===== src/rtl/ucsbece154a_datapath_mc.sv =====
// Multicycle RV32I datapath: PC/OldPC/IR/Data/A/B/ALUOut, 32x32 register file, unified memory port.
// Optional macro DATAPATH_MISALIGN_TRAP_EN: blocks misaligned PC loads and raises sticky misalign_o.
module ucsbece154a_datapath_mc #(
  parameter logic [31:0] RESET_PC = 32'h0000_0000,
  parameter int unsigned DW       = 32
) (
  input  logic          clk,
  input  logic          reset,
  input  logic          PCWrite_i,
  input  logic          AdrSrc_i,
  input  logic          IRWrite_i,
  input  logic          RegWrite_i,
  input  logic [1:0]    ALUSrcA_i,
  input  logic [1:0]    ALUSrcB_i,
  input  logic [1:0]    ResultSrc_i,
  input  logic [2:0]    ALUControl_i,
  input  logic [2:0]    ImmSrc_i,
  input  logic [DW-1:0] ReadData_i,
  output logic [DW-1:0] Adr_o,
  output logic [DW-1:0] WriteData_o,
  output logic [6:0]    op_o,
  output logic [2:0]    funct3_o,
  output logic          funct7_o,
  output logic          zero_o
`ifdef DATAPATH_MISALIGN_TRAP_EN
  ,
  output logic          misalign_o
`endif
);

  logic [DW-1:0] r_pc, r_oldpc, r_ir, r_data, r_a, r_b, r_aluout;
  logic [DW-1:0] r_rf [32];
  logic [DW-1:0] w_imm, w_srca, w_srcb, w_alu, w_result, w_rf1, w_rf2;
  logic [4:0]    w_rs1, w_rs2, w_rd;
  logic          w_pc_load;

  assign w_rs1 = r_ir[19:15];
  assign w_rs2 = r_ir[24:20];
  assign w_rd  = r_ir[11:7];

  always_comb begin
    w_imm = '0;
    case (ImmSrc_i)
      3'b000:  w_imm = {{20{r_ir[31]}}, r_ir[31:20]};
      3'b001:  w_imm = {{20{r_ir[31]}}, r_ir[31:25], r_ir[11:7]};
      3'b010:  w_imm = {{19{r_ir[31]}}, r_ir[31], r_ir[7], r_ir[30:25], r_ir[11:8], 1'b0};
      3'b011:  w_imm = {{11{r_ir[31]}}, r_ir[31], r_ir[19:12], r_ir[20], r_ir[30:21], 1'b0};
      3'b100:  w_imm = {r_ir[31:12], 12'b0};
      default: w_imm = '0;
    endcase
  end

  always_comb begin
    w_srca = '0;
    case (ALUSrcA_i)
      2'b00:   w_srca = r_pc;
      2'b01:   w_srca = r_oldpc;
      2'b10:   w_srca = r_a;
      default: w_srca = '0;
    endcase
  end

  always_comb begin
    w_srcb = '0;
    case (ALUSrcB_i)
      2'b00:   w_srcb = r_b;
      2'b01:   w_srcb = w_imm;
      2'b10:   w_srcb = 32'd4;
      default: w_srcb = '0;
    endcase
  end

  always_comb begin
    w_alu = '0;
    case (ALUControl_i)
      3'b000:  w_alu = w_srca + w_srcb;
      3'b001:  w_alu = w_srca - w_srcb;
      3'b010:  w_alu = w_srca & w_srcb;
      3'b011:  w_alu = w_srca | w_srcb;
      3'b101:  w_alu = {{(DW-1){1'b0}}, ($signed(w_srca) < $signed(w_srcb))};
      default: w_alu = '0;
    endcase
  end

  always_comb begin
    w_result = '0;
    case (ResultSrc_i)
      2'b00:   w_result = r_aluout;
      2'b01:   w_result = r_data;
      2'b10:   w_result = w_alu;
      default: w_result = w_imm;
    endcase
  end

  // x0 is never written, but the read guard keeps it hard-wired to zero
  assign w_rf1 = (w_rs1 == 5'd0) ? '0 : r_rf[w_rs1];
  assign w_rf2 = (w_rs2 == 5'd0) ? '0 : r_rf[w_rs2];

  always_ff @(posedge clk or posedge reset) begin
    if (reset) begin
      for (int i = 0; i < 32; i++) r_rf[i] <= '0;
    end else if (RegWrite_i && (w_rd != 5'd0)) begin
      r_rf[w_rd] <= w_result;
    end
  end

`ifdef DATAPATH_MISALIGN_TRAP_EN
  logic r_misalign;
  assign w_pc_load = PCWrite_i && (w_result[1:0] == 2'b00);
  always_ff @(posedge clk or posedge reset) begin
    if (reset) r_misalign <= 1'b0;
    else if (PCWrite_i && (w_result[1:0] != 2'b00)) r_misalign <= 1'b1;
  end
  assign misalign_o = r_misalign;
`else
  assign w_pc_load = PCWrite_i;
`endif

  always_ff @(posedge clk or posedge reset) begin
    if (reset) begin
      r_pc     <= RESET_PC;
      r_oldpc  <= '0;
      r_ir     <= '0;
      r_data   <= '0;
      r_a      <= '0;
      r_b      <= '0;
      r_aluout <= '0;
    end else begin
      r_data   <= ReadData_i;
      r_a      <= w_rf1;
      r_b      <= w_rf2;
      r_aluout <= w_alu;
      if (IRWrite_i) begin
        r_ir    <= ReadData_i;
        r_oldpc <= r_pc;
      end
      if (w_pc_load) r_pc <= w_result;
    end
  end

  assign Adr_o       = AdrSrc_i ? w_result : r_pc;
  assign WriteData_o = r_b;
  assign op_o        = r_ir[6:0];
  assign funct3_o    = r_ir[14:12];
  assign funct7_o    = r_ir[30];
  assign zero_o      = (w_alu == '0);

endmodule


===== config.mk =====
export PLATFORM = sky130hd
export DESIGN_NAME = ucsbece154a_datapath_mc
export DESIGN_NICKNAME = d
export VERILOG_FILES = /design/src/rtl/ucsbece154a_datapath_mc.sv
export SDC_FILE = /design/constraint.sdc
export NUM_CORES = 2
export LEC_CHECK = 0
export CAP_MARGIN = 20
export CELL_PAD_IN_SITES_DETAIL_PLACEMENT = 0
export CELL_PAD_IN_SITES_GLOBAL_PLACEMENT = 2
export CORE_MARGIN = 2
export CORE_UTILIZATION = 43
export CTS_CLUSTER_SIZE = 20
export DETAILED_ROUTE_END_ITERATION = 10
export GPL_TIMING_DRIVEN = 1
export PLACE_DENSITY = 0.89
export SYNTH_ARGS = -nofsm -noshare
export SYNTH_HDL_FRONTEND = slang
export SYNTH_SLANG_ARGS = --single-unit

===== constraint.sdc =====
create_clock -name clk -period 57.5 [get_ports clk]
set_clock_uncertainty 0.1 [all_clocks]
set_input_delay 14.375 -clock clk [delete_from_list [all_inputs] [get_ports clk]]
set_output_delay 14.375 -clock clk [all_outputs]
set_load 0.03 [all_outputs]

==> impl_metrics.xml <==
<?xml version="1.0" encoding="UTF-8"?>
<metrics>
  <group name="clock_network">
    <metric name="clock_tree.htree_level_count" unit="">4</metric>
    <metric name="clk_transition_reported_paths" unit="ns">0.05</metric>
    <metric name="number_of_sinks_on_the_clock_net" unit="">1248</metric>
    <metric name="clk-insertion-delay-late" unit="ns">0.81</metric>
    <metric name="cts_tree" unit="">yes</metric>
    <metric name="post_cts_resize_count" unit="">0</metric>
    <metric name="buffer_levels_on_the_longest_clock_path" unit="">3</metric>
    <metric name="root_buffer" unit="">clkbuf_16</metric>
    <metric name="post_cts.repair.setup_buffers" unit="">0</metric>
    <metric name="holdBufCountCts" unit="">0</metric>
    <metric name="cts_made_buffers" unit="">135</metric>
  </group>
  <group name="timing">
    <metric name="slew_headroom" unit="%">21.00</metric>
    <metric name="fmaxAchievable" unit="MHz">27.26</metric>
    <metric name="timing.setup.tns" unit="ns">0</metric>
    <metric name="period_share" unit="%">63.80</metric>
    <metric name="holdWs" unit="ns">0.2934</metric>
    <metric name="period_needed" unit="ns">36.68</metric>
    <metric name="grt_setup_unrepaired" unit="">no</metric>
    <metric name="worst-slew-pin-transition" unit="ns">1.185</metric>
    <metric name="final_max_slew_viol_count" unit="">0</metric>
    <metric name="final_hold_viol_count" unit="">0</metric>
    <metric name="timing.final.setup_violations" unit="">0</metric>
  </group>
  <group name="global_route">
    <metric name="globalRoute.totalOverflow" unit="">0</metric>
    <metric name="wire_length_of_the_first_global_routing_pass" unit="um">329000</metric>
    <metric name="maximum_number_of_pins_on_one_net_before_global_route_repair" unit="">179</metric>
    <metric name="grt_antenna_before_repair" unit="">5</metric>
    <metric name="groute.usage.overall" unit="%">28.47</metric>
    <metric name="first_global_vias" unit="">48020</metric>
  </group>
  <group name="cells_and_area">
    <metric name="final_common_cell" unit="">dfrtp_1</metric>
    <metric name="final_area" unit="um2">74090</metric>
    <metric name="filler_cell_count" unit="">13830</metric>
    <metric name="synthToLayoutAreaGrowth" unit="%">11.39</metric>
    <metric name="multiInputGateArea" unit="um2">32850</metric>
    <metric name="finalNetCount" unit="">5849</metric>
    <metric name="final_layout_size_suffix_gt1_share" unit="%">20.30</metric>
    <metric name="layout.area.seq" unit="um2">31270</metric>
    <metric name="layout_common_cells" unit="">1238 x dfrtp_1, 1069 x nand2_1, 1046 x o21ai_0</metric>
  </group>
  <group name="critical_path">
    <metric name="required" unit="ns">43.03</metric>
    <metric name="timing.critical_path.cells" unit="">clkdlybuf4s50_1 -&gt; nand2b_1 -&gt; a21oi_1 -&gt; a21oi_1 -&gt; a211o_1 -&gt; ha_1 -&gt; nor4_1 -&gt; o311ai_0 -&gt; a21oi_1 -&gt; o31ai_2 -&gt; o31ai_1 -&gt; a221o_1 -&gt; a31oi_1 -&gt; xnor2_1 -&gt; a221oi_1 -&gt; a211o_1 -&gt; mux2i_1 -&gt; clkdlybuf4s50_1</metric>
    <metric name="critical-path-slowest-cell" unit="">a21oi_1</metric>
    <metric name="critPathKind" unit="">in -&gt; out</metric>
    <metric name="critical_path.most_common_cell" unit="">a21oi_1</metric>
    <metric name="cp-start-kind" unit="">input pin</metric>
    <metric name="path_max_fanout" unit="">33</metric>
    <metric name="critical_path_arrival" unit="ns">22.21</metric>
    <metric name="cp_num_buf_inv" unit="">2</metric>
    <metric name="critPathTopFamily" unit="">compound AO/OA/AOI/OAI gates</metric>
    <metric name="kind_of_end_point_of_the_critical_path" unit="">output port</metric>
    <metric name="cp_slowest_stage_delay" unit="ns">0.91</metric>
  </group>
  <group name="drt">
    <metric name="drc" unit="">0</metric>
    <metric name="initial_drt_pass_iterations" unit="">5</metric>
    <metric name="drt_iter0_drc" unit="">4554</metric>
    <metric name="drtAntennaViolNets" unit="">0</metric>
    <metric name="drt-total-wl" unit="um">222800</metric>
    <metric name="drt-wirelength-per-cell" unit="um">28.37</metric>
    <metric name="total_number_of_vias" unit="">47710</metric>
    <metric name="via_per_inst" unit="">6.074</metric>
  </group>
  <group name="power">
    <metric name="power.density" unit="nW/um2">42.77</metric>
    <metric name="cellLeakagePower" unit="nW">32.71</metric>
    <metric name="peakVddDrop" unit="mV">0.03274</metric>
  </group>
  <group name="floorplanning">
    <metric name="die-width" unit="um">397.3</metric>
    <metric name="dieArea" unit="um2">157900</metric>
    <metric name="initial_utilization" unit="%">43.23</metric>
    <metric name="core_region_area" unit="um2">153900</metric>
    <metric name="std_cell_rows" unit="">144</metric>
    <metric name="io_pins" unit="">126</metric>
    <metric name="die_height" unit="um">397.3</metric>
  </group>
  <group name="placed_design">
    <metric name="detailed_placement_hpwl" unit="um">136300</metric>
    <metric name="globalplace.congestion" unit="">0.9878</metric>
    <metric name="placed_standard_cell_area" unit="um2">69400</metric>
    <metric name="io_buffer_count" unit="">125</metric>
  </group>
  <group name="synth">
    <metric name="synth_area_per_cell" unit="um2">11.27</metric>
    <metric name="synth_cell_type_count" unit="">85</metric>
    <metric name="synth.cell_area" unit="um2">66520</metric>
    <metric name="synthesis.instances" unit="">5902</metric>
    <metric name="synth.net_count" unit="">6050</metric>
    <metric name="synthFlopType" unit="">dfrtp_1</metric>
    <metric name="yosys_warnings" unit="">0</metric>
    <metric name="async_flop_share" unit="%">100.0</metric>
    <metric name="synth_edf_count" unit="">0</metric>
    <metric name="synth-seq-cells" unit="">1248</metric>
    <metric name="seq_area_frac_synth" unit="%">46.95</metric>
  </group>
  <group name="run">
    <metric name="drv_cap" unit="">0</metric>
  </group>
  <group name="status">
    <metric name="outcome" unit="">finished, final reports clean</metric>
  </group>
  <group name="min_path">
    <metric name="min_path_type" unit="">reg -&gt; reg</metric>
  </group>
</metrics>
worst paths after layout:
path	startpoint	to	slack, ns	cells after the start
worst min register to register	r_rf[1016]	r_rf[1016]	0.29	0
worst max register to register	r_ir[31]	r_rf[189]	50.64	16
worst min-delay path	r_rf[1016]	r_rf[1016]	0.29	0
min in group asynchronous	reset	r_rf[923]	14.06	2
worst max-delay path	ImmSrc_i[2]	Adr_o[29]	20.82	18
max in group asynchronous	reset	r_rf[869]	38.65	8
area by class of cell:
class | count | area share, %
inverters | 144 | 0.7396
multi-input cells | 3920 | 44.34
diodes | 3 | 0.01013
clock buffers | 196 | 5.378
flip-flops and latches | 1248 | 42.20
well taps | 2044 | 3.452
repair buffers | 252 | 3.207
clock inverters | 48 | 0.6755
per-stage QoR:
stage	power, mW	utilization [%]	setup slack [ns]	cells
2_1_floorplan	1.978	-	7.857	5902
3_3_place_gp	2.249	45.10	21.04	7596
3_5_place_dp	2.287	45.10	20.99	7597
4_1_cts	3.176	48.02	21.00	7841
5_1_grt	3.334	48.15	20.48	7852
6_report	3.169	48.15	20.82	7855
Yosys cell counts (6+ instances only):
| master | n | area share (%) |
|---|---|---|
| buf_1 | 67 | 0.38 |
| ha_1 | 96 | 1.8 |
| o22ai_1 | 6 | 0.056 |
| nor3_1 | 25 | 0.19 |
| nor2_1 | 216 | 1.2 |
| o221ai_1 | 13 | 0.17 |
| nor2b_1 | 27 | 0.25 |
| clkbuf_1 | 499 | 2.8 |
| xnor2_1 | 16 | 0.21 |
| o21bai_1 | 12 | 0.14 |
| nand4_1 | 8 | 0.075 |
| dfrtp_1 | 1248 | 47 |
| mux2_2 | 85 | 1.4 |
| nand3_1 | 22 | 0.17 |
| buf_4 | 10 | 0.11 |
| o21ai_0 | 1068 | 8.0 |
| a211oi_1 | 26 | 0.29 |
| a31oi_1 | 8 | 0.075 |
| o211ai_1 | 17 | 0.19 |
| or4_1 | 8 | 0.090 |
| a21oi_1 | 98 | 0.74 |
| a221oi_1 | 13 | 0.17 |
| mux2i_1 | 193 | 2.9 |
| a21o_1 | 47 | 0.53 |
| o31ai_1 | 9 | 0.10 |
| inv_1 | 144 | 0.81 |
| a211o_1 | 12 | 0.16 |
| buf_2 | 13 | 0.098 |
| or3_1 | 16 | 0.15 |
| or2_2 | 17 | 0.16 |
| mux4_2 | 642 | 22 |
| nand2b_1 | 13 | 0.12 |
| nor4_1 | 11 | 0.10 |
| nand2_1 | 1100 | 6.2 |
logic make-up (layout without fill, tap and decap cells):
family / Yosys count / after routing / share of synthesized area, %
simple gates: 1493 / 1493 / 9.108
mux: 920 / 920 / 26.08
flops: 1248 / 1248 / 46.95
compound gates: 1391 / 1391 / 11.52
xor+xnor: 18 / 18 / 0.2370
other cells: 0 / 3 / 0
fa+ha+maj: 98 / 98 / 1.866
buf+inv: 734 / 640 / 4.234
layer usage:
metal | global-route usage (%) | vias to the layer above | share of wire (%)
met5 | 0 | - | 0.012
met3 | 5.804 | 433 | 7.4
met2 | 45.05 | 1804 | 47
met4 | 12.30 | 4 | 4.5
li1 | - | 20890 | -
met1 | 38.23 | 24590 | 41
flip-flops by register name, summed over array words and instances, names as in the netlist:
signal	cells
WriteData_o	32
r_a	32
r_aluout	32
r_data	32
r_ir	32
r_oldpc	32
r_pc	32
r_rf	1024
power breakdown:
part / total, mW / switching, mW / internal (mW)
combinational: 0.934 / 0.476 / 0.458
clock: 0.886 / 0.375 / 0.511
sequential: 1.35 / 0.212 / 1.14
total: 3.17 / 1.06 / 2.11
(Power assumes the default switching activity.)
